File: config.mk
export PLATFORM = sky130hd
export DESIGN_NAME = shift32_seq
export DESIGN_NICKNAME = d
export VERILOG_FILES = /design/src/rtl/shift32_seq.sv
export SDC_FILE = /design/constraint.sdc
export NUM_CORES = 1
export LEC_CHECK = 0
export ABC_AREA = 1
export BUFFER_PORTS_ARGS = -buffer_cell sky130_fd_sc_hd__buf_2
export CAP_MARGIN = 20
export CORE_MARGIN = 2
export CORE_UTILIZATION = 49
export CTS_BUF_LIST = sky130_fd_sc_hd__clkbuf_2
export DETAILED_ROUTE_END_ITERATION = 12
export GPL_TIMING_DRIVEN = 1
export HOLD_SLACK_MARGIN = 0.03
export PLACE_DENSITY_LB_ADDON = 0.08
export RECOVER_POWER = 50
export SLEW_MARGIN = 10
export SYNTH_ARGS = -nofsm -noshare
export SYNTH_HDL_FRONTEND = slang
export SYNTH_SLANG_ARGS = --single-unit
File: constraint.sdc
create_clock -name CLK -period 1.3 [get_ports CLK]
set_clock_uncertainty 0.05 [all_clocks]
set_input_delay 0.065 -clock CLK [delete_from_list [all_inputs] [get_ports CLK]]
set_output_delay 0.065 -clock CLK [all_outputs]
set_load 0.01 [all_outputs]
File: src/rtl/shift32_seq.sv
// rtl/shift32_seq.sv - bit-serial 32-bit shifter with START/BUSY/DONE handshake (optional rotate: SHIFT32_SEQ_ROTATE_EN)
module shift32_seq #(
  parameter int WIDTH = 32,
  parameter int CNT_W = 6
) (
  input  logic             CLK,
  input  logic             RST,
  input  logic             START,
  input  logic [WIDTH-1:0] D,
  input  logic [WIDTH-1:0] S,
  input  logic             LnR,
`ifdef SHIFT32_SEQ_ROTATE_EN
  input  logic             ROT,
`endif
  output logic [WIDTH-1:0] Y,
  output logic             BUSY,
  output logic             DONE
);

  typedef enum logic {
    ST_IDLE  = 1'b0,
    ST_SHIFT = 1'b1
  } state_t;

  localparam logic [WIDTH-1:0] LP_WIDTH_S = WIDTH;
  localparam logic [CNT_W-1:0] LP_WIDTH_C = CNT_W'(WIDTH);
  localparam logic [CNT_W-1:0] LP_ONE_C   = CNT_W'(1);

  state_t           r_state;
  state_t           w_state_nxt;
  logic [WIDTH-1:0] r_acc;
  logic [WIDTH-1:0] r_y;
  logic [CNT_W-1:0] r_cnt;
  logic             r_dir;
  logic             r_busy;
  logic             r_done;
  logic             w_accept;
  logic             w_step;
  logic             w_finish;
  logic             w_rot;
  logic [CNT_W-1:0] w_cnt_init;
  logic [WIDTH-1:0] w_acc_step;

`ifdef SHIFT32_SEQ_ROTATE_EN
  logic r_rot;
  assign w_rot = r_rot;
`else
  assign w_rot = 1'b0;
`endif

  assign Y    = r_y;
  assign BUSY = r_busy;
  assign DONE = r_done;

  // Starting count: saturate at WIDTH for plain shifts (any amount >= WIDTH clears), modulo WIDTH for rotates
  always_comb begin
    w_cnt_init = (S >= LP_WIDTH_S) ? LP_WIDTH_C : S[CNT_W-1:0];
`ifdef SHIFT32_SEQ_ROTATE_EN
    if (ROT) begin
      w_cnt_init = CNT_W'(S % LP_WIDTH_S);
    end
`endif
  end

  // One-position step; fill bit is zero, or the wrapped-around end bit when rotating
  always_comb begin
    w_acc_step = r_acc;
    if (r_dir) begin
      w_acc_step = {r_acc[WIDTH-2:0], (w_rot & r_acc[WIDTH-1])};
    end else begin
      w_acc_step = {(w_rot & r_acc[0]), r_acc[WIDTH-1:1]};
    end
  end

  // State register
  always_ff @(posedge CLK) begin
    if (!RST) begin
      r_state <= ST_IDLE;
    end else begin
      r_state <= w_state_nxt;
    end
  end

  // Next state and datapath strobes
  always_comb begin
    w_state_nxt = r_state;
    w_accept    = 1'b0;
    w_step      = 1'b0;
    w_finish    = 1'b0;
    case (r_state)
      ST_IDLE: begin
        if (START) begin
          w_accept    = 1'b1;
          w_state_nxt = ST_SHIFT;
        end
      end
      ST_SHIFT: begin
        if (r_cnt == '0) begin
          w_finish    = 1'b1;
          w_state_nxt = ST_IDLE;
        end else begin
          w_step = 1'b1;
        end
      end
      default: w_state_nxt = ST_IDLE;
    endcase
  end

  // Datapath: capture at acceptance, shift while counting down, publish result on completion
  always_ff @(posedge CLK) begin
    if (!RST) begin
      r_acc  <= '0;
      r_y    <= '0;
      r_cnt  <= '0;
      r_dir  <= 1'b0;
      r_busy <= 1'b0;
      r_done <= 1'b0;
`ifdef SHIFT32_SEQ_ROTATE_EN
      r_rot  <= 1'b0;
`endif
    end else begin
      r_done <= 1'b0;
      if (w_accept) begin
        r_acc  <= D;
        r_dir  <= LnR;
        r_cnt  <= w_cnt_init;
        r_busy <= 1'b1;
`ifdef SHIFT32_SEQ_ROTATE_EN
        r_rot  <= ROT;
`endif
      end else if (w_step) begin
        r_acc <= w_acc_step;
        r_cnt <= r_cnt - LP_ONE_C;
      end else if (w_finish) begin
        r_y    <= r_acc;
        r_done <= 1'b1;
        r_busy <= 1'b0;
      end
    end
  end

endmodule
# After elaboration in Yosys (flattened, before gate mapping)
# Cells that the tools add are included.
[totals]
ff_bits = 74
input_bits = 68
latchBits = 0
output_inout_bits = 34
rom_bits = 0
memories = 0
mem_bits_rw = 0
[classes]
mul = 0
n_eq_ne = 1
bitwise_logic = 4
muxes = 17
magnitude_cmp = 1
n_div = 0
reduce_logical = 6
add_sub_neg = 1
n_shift = 0
[op_table]
columns = ["op", "n"]
rows = [
  ["32-bit 2-to-1 mux", 3],
  ["32-bit by 6-bit greater-or-equal comparator with 1-bit output, second input constant", 1],
  ["6-bit 2-to-1 mux", 3],
  ["1-bit 2-to-1 mux", 10],
  ["6-bit logical NOT", 1],
  ["6-bit by 1-bit subtractor with 6-bit output, second input constant", 1],
  ["1-bit inverter", 4],
  ["2-bit nonzero test", 2],
  ["3-bit AND reduction", 1],
  ["3-bit OR reduction", 1],
  ["2-bit != test, second input constant", 1],
  ["1-bit case mux with 2 select lines", 1],
  ["2-bit AND reduction", 1],
]

# Logic depth before layout (Yosys ltp)
# Gate-level depths: netlist (run 1).
[depth]
ltp_word = 6
depth_mapped = 10

# Worst setup path before layout (run 1)
# Ideal clock, no wire load.
[synth_path]
path_kind = "register to register"
start = "register r_cnt[0]"
end = "register r_cnt[5]"
stages_incl_launch_ff = 9
setup_time_ns = 0.109
arrival_time_ns = 1.279
slack_ns = -0.138
cell_sequence = "dfxtp_1 inv_1 ha_1 nand4_4 inv_2 nor2_1 nand3_1 nand2_1 inv_1"
[synth_between]
elab_chain_len = 4
elab_cells_between_ends = 7
classes_between = "1 x add/sub; 4 x mux; 2 x reduce/logical"
[synth_lines]
columns = ["item", "line", "rtl"]
rows = [
  ["from (decl)", "33", "logic [CNT_W-1:0] r_cnt;"],
  ["from (signal assigned)", "126", "r_cnt <= w_cnt_init;"],
  ["from (signal assigned)", "133", "r_cnt <= r_cnt - LP_ONE_C;"],
  ["branches (longest 4 deep; another with 6-bit by 1-bit subtractor with 6-bit output)", "--", ""],
]
# Parallel ways; which one is timed is not known. The select of a mux whose other input is x is not followed.
# A chain may end at the register's enable or synchronous reset.

# Final worst setup path (run 1)
[layout_path]
start = "register r_cnt[0]"
end = "register r_acc[1]"
[layout_between]
elab_chain_len = 4
[layout_lines]
columns = ["item", "line", "rtl"]
rows = [
  ["6-bit logical NOT", "98", "if (r_cnt == '0) begin"],
  ["1-bit 2-to-1 mux", "98", ""],
  ["1-bit 2-to-1 mux", "90", "case (r_state)"],
  ["2-bit nonzero test (no line)", "--", ""],
  ["to (signal assigned)", "132", "r_acc <= w_acc_step;"],
  ["to (decl)", "31", "logic [WIDTH-1:0] r_acc;"],
]
# No other way between the ends.

==> flow_summary.ini, run 1 <==
[worst_hold_path]
holdCritPathClass = in2reg

[clock_network]
clk_latency_ns = 0.52
clk_root_buffer_cell = sky130_fd_sc_hd__clkbuf_2
worst_setup_hold_path_clk_slew_ns = 0.22
tritoncts = built
cts_buffer_depth = 2
cts_made_buffers = 9
htree_num_levels = 3
clock_sinks = 74

[routing]
routed-via-count = 4013
drt_drc_violations_left = 0
totalWireLength_um = 11000
viasPerCell = 5.09
wire_length_per_cell_after_detailed_routing_um = 13.9
antenna_violating_nets_post_route = 0
first_iter_violations = 199
drt_pre_antenna_iters = 5

[finish]
drive_above_1_share_pct = 32.5
finalCoreUtilization_pct = 76.3
filler_cell_count = 566
area_delta_synth_final_pct = 53.2
final_design_area_no_fill_sq_mm = 0.00545
diodes = 0
fin_nets = 757

[status]
violations = negative setup slack
status = complete, but fails checks

[setup_path]
timing.critical_path.cells = inv_2, ha_4, nand4_4, o21ai_4, clkbuf_16, clkbuf_16, o21ai_1, a21oi_1
worst_path_most_repeated_cell = sky130_fd_sc_hd__clkbuf_16
critical_path.n_buffers_inverters = 3
setup.worst_path.end_class = flip-flop
cp_max_fo = 7
worst-endpoint-required_ns = 1.72
critPathKind = reg2reg
slowest_delay_ns = 0.36
cp_top_family = buffers and inverters
crit_path_max_delay_cell_type = sky130_fd_sc_hd__dfxtp_2
cp.arrival_ns = 1.86
timing.critical_path.from_type = flip-flop

[global_route]
grt_antenna_before_repair = 0
globalRouteOverflowTotal = 0
pin_count_of_the_biggest_net_entering_global_routing = 41
groute.usage.overall_pct = 25.3
groute.layer.met1.usage_pct = 31.6
grt_pass1_vias = 3565
busiest_layer = met2
grt.met2_usage_pct = 43.2
grt_pass1_wl_um = 15700
gr-usage-met3_pct = 5.26

[job]
max_cap_violations = 0

[timing]
max_frequency_mhz = 695
timing.slew.headroom_pct = 65.1
final_period_demand_of_the_worst_path_ns = 1.44
fin_crit_sh_pct = 111
timing.final.hold_violations = 0
worst_pin_slew_ns = 0.522
rsz0062_at_grt = yes
finalSetupViolations = 52
final-max-slew-violation-count = 0
setup_slack_ns = -0.139

[floorplanning]
fp.dieArea_sq_mm = 0.00795
die-width_um = 89.2
top_level_i_o_count = 102
initial_core_util_pct = 49.8
core_region_area_sq_mm = 0.00714
die_height_um = 89.2
placementRows = 31

[synth]
synth_top_cells_by_count = 83 x sky130_fd_sc_hd__nand2_1, 80 x sky130_fd_sc_hd__o21ai_0, 74 x sky130_fd_sc_hd__dfxtp_1, 60 x sky130_fd_sc_hd__inv_1, 55 x sky130_fd_sc_hd__o21ai_1
ys_types = 22
synth_enable_flop_cells = 0
synth_top_area_share_pct = 41.7
synth_top_cells_by_area = sky130_fd_sc_hd__dfxtp_1 42%, sky130_fd_sc_hd__o21ai_0 11%, sky130_fd_sc_hd__nand2_1 8.8%
synth_area_leader_cell = sky130_fd_sc_hd__dfxtp_1
synth_most_common_cell = sky130_fd_sc_hd__nand2_1
cells_after_synthesis = 505
mappedNetlistArea_sq_mm = 0.00356
synth-seq-area-share_pct = 41.7
synth_fp_nets = 575
postSynthAreaPerCell_sq_um = 7.04
synthArstFlopShare_pct = 0
synth-warning-count = 0
postSynthRegisterBits = 74
synthFlopType = sky130_fd_sc_hd__dfxtp_1

[place]
dpl.hpwl_um = 6240
portBuffers = 101
gp_routability_congestion = 0.822
detailed_place.area_sq_mm = 0.00433

[power_and_ir_drop]
power.density_mw_per_mm2 = 1100
leakage_uw = 0.00237
ir_drop_uv = 725
[state kept, by name (all words and copies together) (netlist names)]
name,flops
Y,32
r_acc,32
r_cnt,6
BUSY,1
DONE,1
r_dir,1
r_state,1
[worst reg2reg max path: cells and delay by family (launching register included)]
| family | cells | cell delay [ns] |
|---|---|---|
| DFF | 1 | 0.36 |
| buffers and inverters | 3 | 0.43 |
| and+or+nand+nor | 1 | 0.11 |
| adders and majority gates | 1 | 0.15 |
| AOI/OAI and AO/OA | 3 | 0.32 |
[worst paths after layout]
check,slack (ns),depth (start not counted),from,to
max,-0.14,8,r_cnt[0],r_acc[1]
min,0.009,8,S[21],r_cnt[1]
max reg2reg,-0.14,8,r_cnt[0],r_acc[1]
min reg2reg,0.44,2,Y[22],Y[22]
[per-stage QoR]
stage	total power, uW	instances	TNS [ns]	setup WS, ns	hold WS [ns]
after floorplan	3670	505	-0.0400	-0.00400	0.159
after global placement	4130	700	0	0.00787	0.284
after detailed placement	4170	700	-1.06	-0.0596	0.284
after CTS	5620	777	-1.71	-0.0882	-0.164
after global routing	6300	789	-8.97	-0.242	0.0282
final	5990	789	-3.43	-0.139	0.00879
[layout make-up]
| class | instances | area, sq um | area share [%] |
|---|---|---|---|
| inverters | 63 | 239 | 4.39 |
| flip-flops and latches | 74 | 1490 | 27.3 |
| multi-input cells | 333 | 1820 | 33.5 |
| clock buffers | 9 | 45.0 | 0.827 |
| well taps | 99 | 124 | 2.27 |
| repair buffers | 206 | 1670 | 30.7 |
| clock inverters | 5 | 56.3 | 1.03 |
[placed cells by master, fill, tap and decap left out, types with 2 or more instances in the layout]
cell type	Yosys	final
sky130_fd_sc_hd__o21ai_0	80	68
sky130_fd_sc_hd__dfxtp_2	0	3
sky130_fd_sc_hd__inv_4	0	2
sky130_fd_sc_hd__nand4_1	6	6
sky130_fd_sc_hd__buf_2	8	99
sky130_fd_sc_hd__buf_12	0	9
sky130_fd_sc_hd__dlygate4sd3_1	0	64
sky130_fd_sc_hd__o21ai_2	0	26
sky130_fd_sc_hd__clkbuf_16	0	5
sky130_fd_sc_hd__a21oi_2	10	24
sky130_fd_sc_hd__inv_2	3	4
sky130_fd_sc_hd__o21ai_1	55	41
sky130_fd_sc_hd__nand2_1	83	82
sky130_fd_sc_hd__dfxtp_1	74	70
sky130_fd_sc_hd__inv_1	60	58
sky130_fd_sc_hd__a21oi_1	33	19
sky130_fd_sc_hd__nor2_1	21	18
sky130_fd_sc_hd__nor2_4	0	3
sky130_fd_sc_hd__clkinvlp_4	0	2
sky130_fd_sc_hd__clkbuf_1	13	2
sky130_fd_sc_hd__clkbuf_2	0	9
sky130_fd_sc_hd__buf_4	0	22
sky130_fd_sc_hd__buf_6	9	5
sky130_fd_sc_hd__nand2_2	2	2
sky130_fd_sc_hd__nand3_1	36	36
[where the power goes]
| group | total [uW] | leakage [uW] | internal [uW] | switching, uW |
|---|---|---|---|---|
| sequential | 2630 | 0.000608 | 2500 | 128 |
| clock | 1260 | 0.0000602 | 420 | 837 |
| combinational | 2110 | 0.00171 | 981 | 1120 |
| total | 5990 | 0.00237 | 3900 | 2090 |
[metal layers]
layer,share of wire (%),vias to the layer above
met3,6.2,24
met2,50,153
met1,42,1814
met4,1.9,0
met5,0,-
li1,-,2022
[logic make-up (layout without fill, tap and decap cells)]
logic type / count (synthesis) / in the layout / share of synthesized area [%]
adders and majority gates: 2 / 2 / 0.704
buffers and inverters: 98 / 283 / 12.5
DFF: 74 / 74 / 41.7
AOI/OAI and AO/OA: 179 / 179 / 26.6
and+or+nand+nor: 152 / 152 / 18.5
[timing repair]
action                                  CTS  global route
gates cloned                              1             5
buffers inserted                          4             3
hold buffers                             58             6
endpoints found under the setup margin   65            70
endpoints found under the hold margin    50            12
pin swaps                                 7            12
resized for setup                        18            48
Note: power is estimated with default switching activity, not from simulation.
==> run 2, diff against run 1 <==
--- a/config.mk
+++ b/config.mk
@@ -9,7 +9,7 @@
 export BUFFER_PORTS_ARGS = -buffer_cell sky130_fd_sc_hd__buf_2
 export CAP_MARGIN = 20
 export CORE_MARGIN = 2
-export CORE_UTILIZATION = 49
+export CORE_UTILIZATION = 35
 export CTS_BUF_LIST = sky130_fd_sc_hd__clkbuf_2
 export DETAILED_ROUTE_END_ITERATION = 12
 export GPL_TIMING_DRIVEN = 1
==> run 2 against run 1 <==
Effect of this change: the flow finishes with violations (negative hold slack, negative setup slack); total power is 1.5% higher; fmax rose by 3.1%; critical endpoint is now r_acc[22]; clock-buffer cell count unchanged.
==> flow_summary.ini, run 2 (synthesis gave the netlist of run 1 again) <==
[status]
status = complete, but fails checks
violations = negative hold slack, negative setup slack

[routing]
antenna_violating_nets_post_route = 0
drt_drc_violations_left = 0
viasPerCell = 4.74
first_iter_violations = 109
routed-via-count = 3974
totalWireLength_um = 11100
drt_pre_antenna_iters = 4
wire_length_per_cell_after_detailed_routing_um = 13.2

[global_route]
grt_pass1_vias = 3709
groute.usage.overall_pct = 19.5
grt_antenna_before_repair = 0
globalRouteOverflowTotal = 0
pin_count_of_the_biggest_net_entering_global_routing = 44
grt_pass1_wl_um = 17400

[timing]
rsz0062_at_grt = yes
worst_pin_slew_ns = 0.415
setup_slack_ns = -0.0962
fin_crit_sh_pct = 107
final_period_demand_of_the_worst_path_ns = 1.40
finalSetupViolations = 45
timing.slew.headroom_pct = 72.2
max_frequency_mhz = 716
hold_slack_ns = -0.0521
final-max-slew-violation-count = 0
timing.final.hold_violations = 5

[worst_hold_path]
holdCritPathClass = in2reg

[floorplanning]
die_height_um = 105
initial_core_util_pct = 36.2
core_region_area_sq_mm = 0.00982
top_level_i_o_count = 102
die-width_um = 105
placementRows = 36
fp.dieArea_sq_mm = 0.0110

[place]
gp_routability_congestion = 0.783
portBuffers = 101
dpl.hpwl_um = 6600
detailed_place.area_sq_mm = 0.00436

[finish]
footprint_of_the_multi_input_gates_sq_mm = 0.00182
final_design_area_no_fill_sq_mm = 0.00568
layout.area.seq_sq_mm = 0.00149
mostFrequentLayoutCells = 83 x sky130_fd_sc_hd__buf_2, 82 x sky130_fd_sc_hd__nand2_1, 76 x sky130_fd_sc_hd__o21ai_0, 76 x sky130_fd_sc_hd__dlygate4sd3_1, 68 x sky130_fd_sc_hd__dfxtp_1
fin_nets = 771
diodes = 0
drive_above_1_share_pct = 29.1
most_frequent_standard_cell_in_the_layout_excluding_fill_and_tap_cells = sky130_fd_sc_hd__buf_2
filler_cell_count = 928
area_delta_synth_final_pct = 59.9

[clock_network]
clock_sinks = 74
worst_setup_hold_path_clk_slew_ns = 0.24
clk_latency_ns = 0.54
cts_buffer_depth = 2
htree_num_levels = 3
cts_made_buffers = 9
clk_root_buffer_cell = sky130_fd_sc_hd__clkbuf_2
tritoncts = built

[setup_path]
worst-endpoint-required_ns = 1.70
cp.arrival_ns = 1.80
critPathKind = reg2reg
cp_max_fo = 8
timing.critical_path.from_type = flip-flop
ff2ff_setup_slack_ns = -0.1
setup.worst_path.end_class = flip-flop

[power_and_ir_drop]
power.density_mw_per_mm2 = 1070
ir_drop_uv = 513
leakage_uw = 0.00238

[job]
max_cap_violations = 0
## run 2: cell types whose count changed in the layout (fill, tap and decap cells not counted), sizes merged
cell and delta:
buf -13, dlygate4sd3 +12, clkbuf +15, inv -1, clkinv +2
## run 2: cell type report
class | instances | share of cell area [%]
clock buffers | 9 | 0.792
clock inverters | 6 | 1.03
inverters | 63 | 4.25
multi-input cells | 333 | 32.0
flip-flops and latches | 74 | 26.2
well taps | 133 | 2.93
repair buffers | 220 | 32.7
## run 2: path summary, 6_finish.rpt
check,from,endpoint,cells past startpoint
setup / recovery,r_cnt[0],r_acc[22],8
hold / removal,RST,r_acc[15],4
setup reg to reg,r_cnt[0],r_acc[22],8
hold reg to reg,Y[5],Y[5],2
## run 2: critical path, stage by stage, from the launching register on
cell and delay (ns):
sky130_fd_sc_hd__dfxtp_2 0.38, sky130_fd_sc_hd__inv_2 0.05, sky130_fd_sc_hd__ha_4 0.16, sky130_fd_sc_hd__nand4_4 0.08, sky130_fd_sc_hd__o21ai_4 0.09, sky130_fd_sc_hd__buf_12 0.15
sky130_fd_sc_hd__buf_12 0.13, sky130_fd_sc_hd__buf_16 0.14, sky130_fd_sc_hd__a21oi_2 0.11
## run 2: per-layer routing
layer | GRT usage, % | up-vias | wire length (um)
met5 | 0 | - | 0
met4 | 5.90 | 0 | 95
met3 | 3.49 | 8 | 484
met2 | 32.9 | 106 | 5280
met1 | 25.4 | 1795 | 5240
li1 | - | 2065 | -
## run 2: per-stage QoR
| step | setup TNS, ns | setup WS, ns | utilization [%] | power [uW] | cells |
|---|---|---|---|---|---|
| finish | -2.19 | -0.0962 | 57.9 | 6090 | 838 |
| global route | -6.43 | -0.137 | 57.9 | 6440 | 838 |
| CTS | -1.95 | -0.0770 | 55.9 | 5930 | 832 |
| detailed placement | -1.20 | -0.0574 | 44.4 | 4170 | 732 |
| global placement | -0.0274 | -0.0112 | 44.4 | 4140 | 732 |
| floorplan | -0.0400 | -0.00400 | - | 3670 | 505 |
## run 2: repair_timing
action | 4_1_cts | 5_1_grt
setup buffers | 7 | 0
gates cloned | 4 | 4
pin swaps | 18 | 2
hold buffers | 74 | 2
endpoints found under the hold margin | 52 | 27
endpoints found under the setup margin | 68 | 71
resized for setup | 32 | 28
## run 2: where the power goes
part | internal, uW | leakage, uW | switching, uW | total [uW]
Combinational | 1070 | 0.00171 | 1110 | 2180
Sequential | 2500 | 0.000609 | 130 | 2630
Clock | 419 | 0.0000612 | 851 | 1270
Total | 3990 | 0.00238 | 2090 | 6090
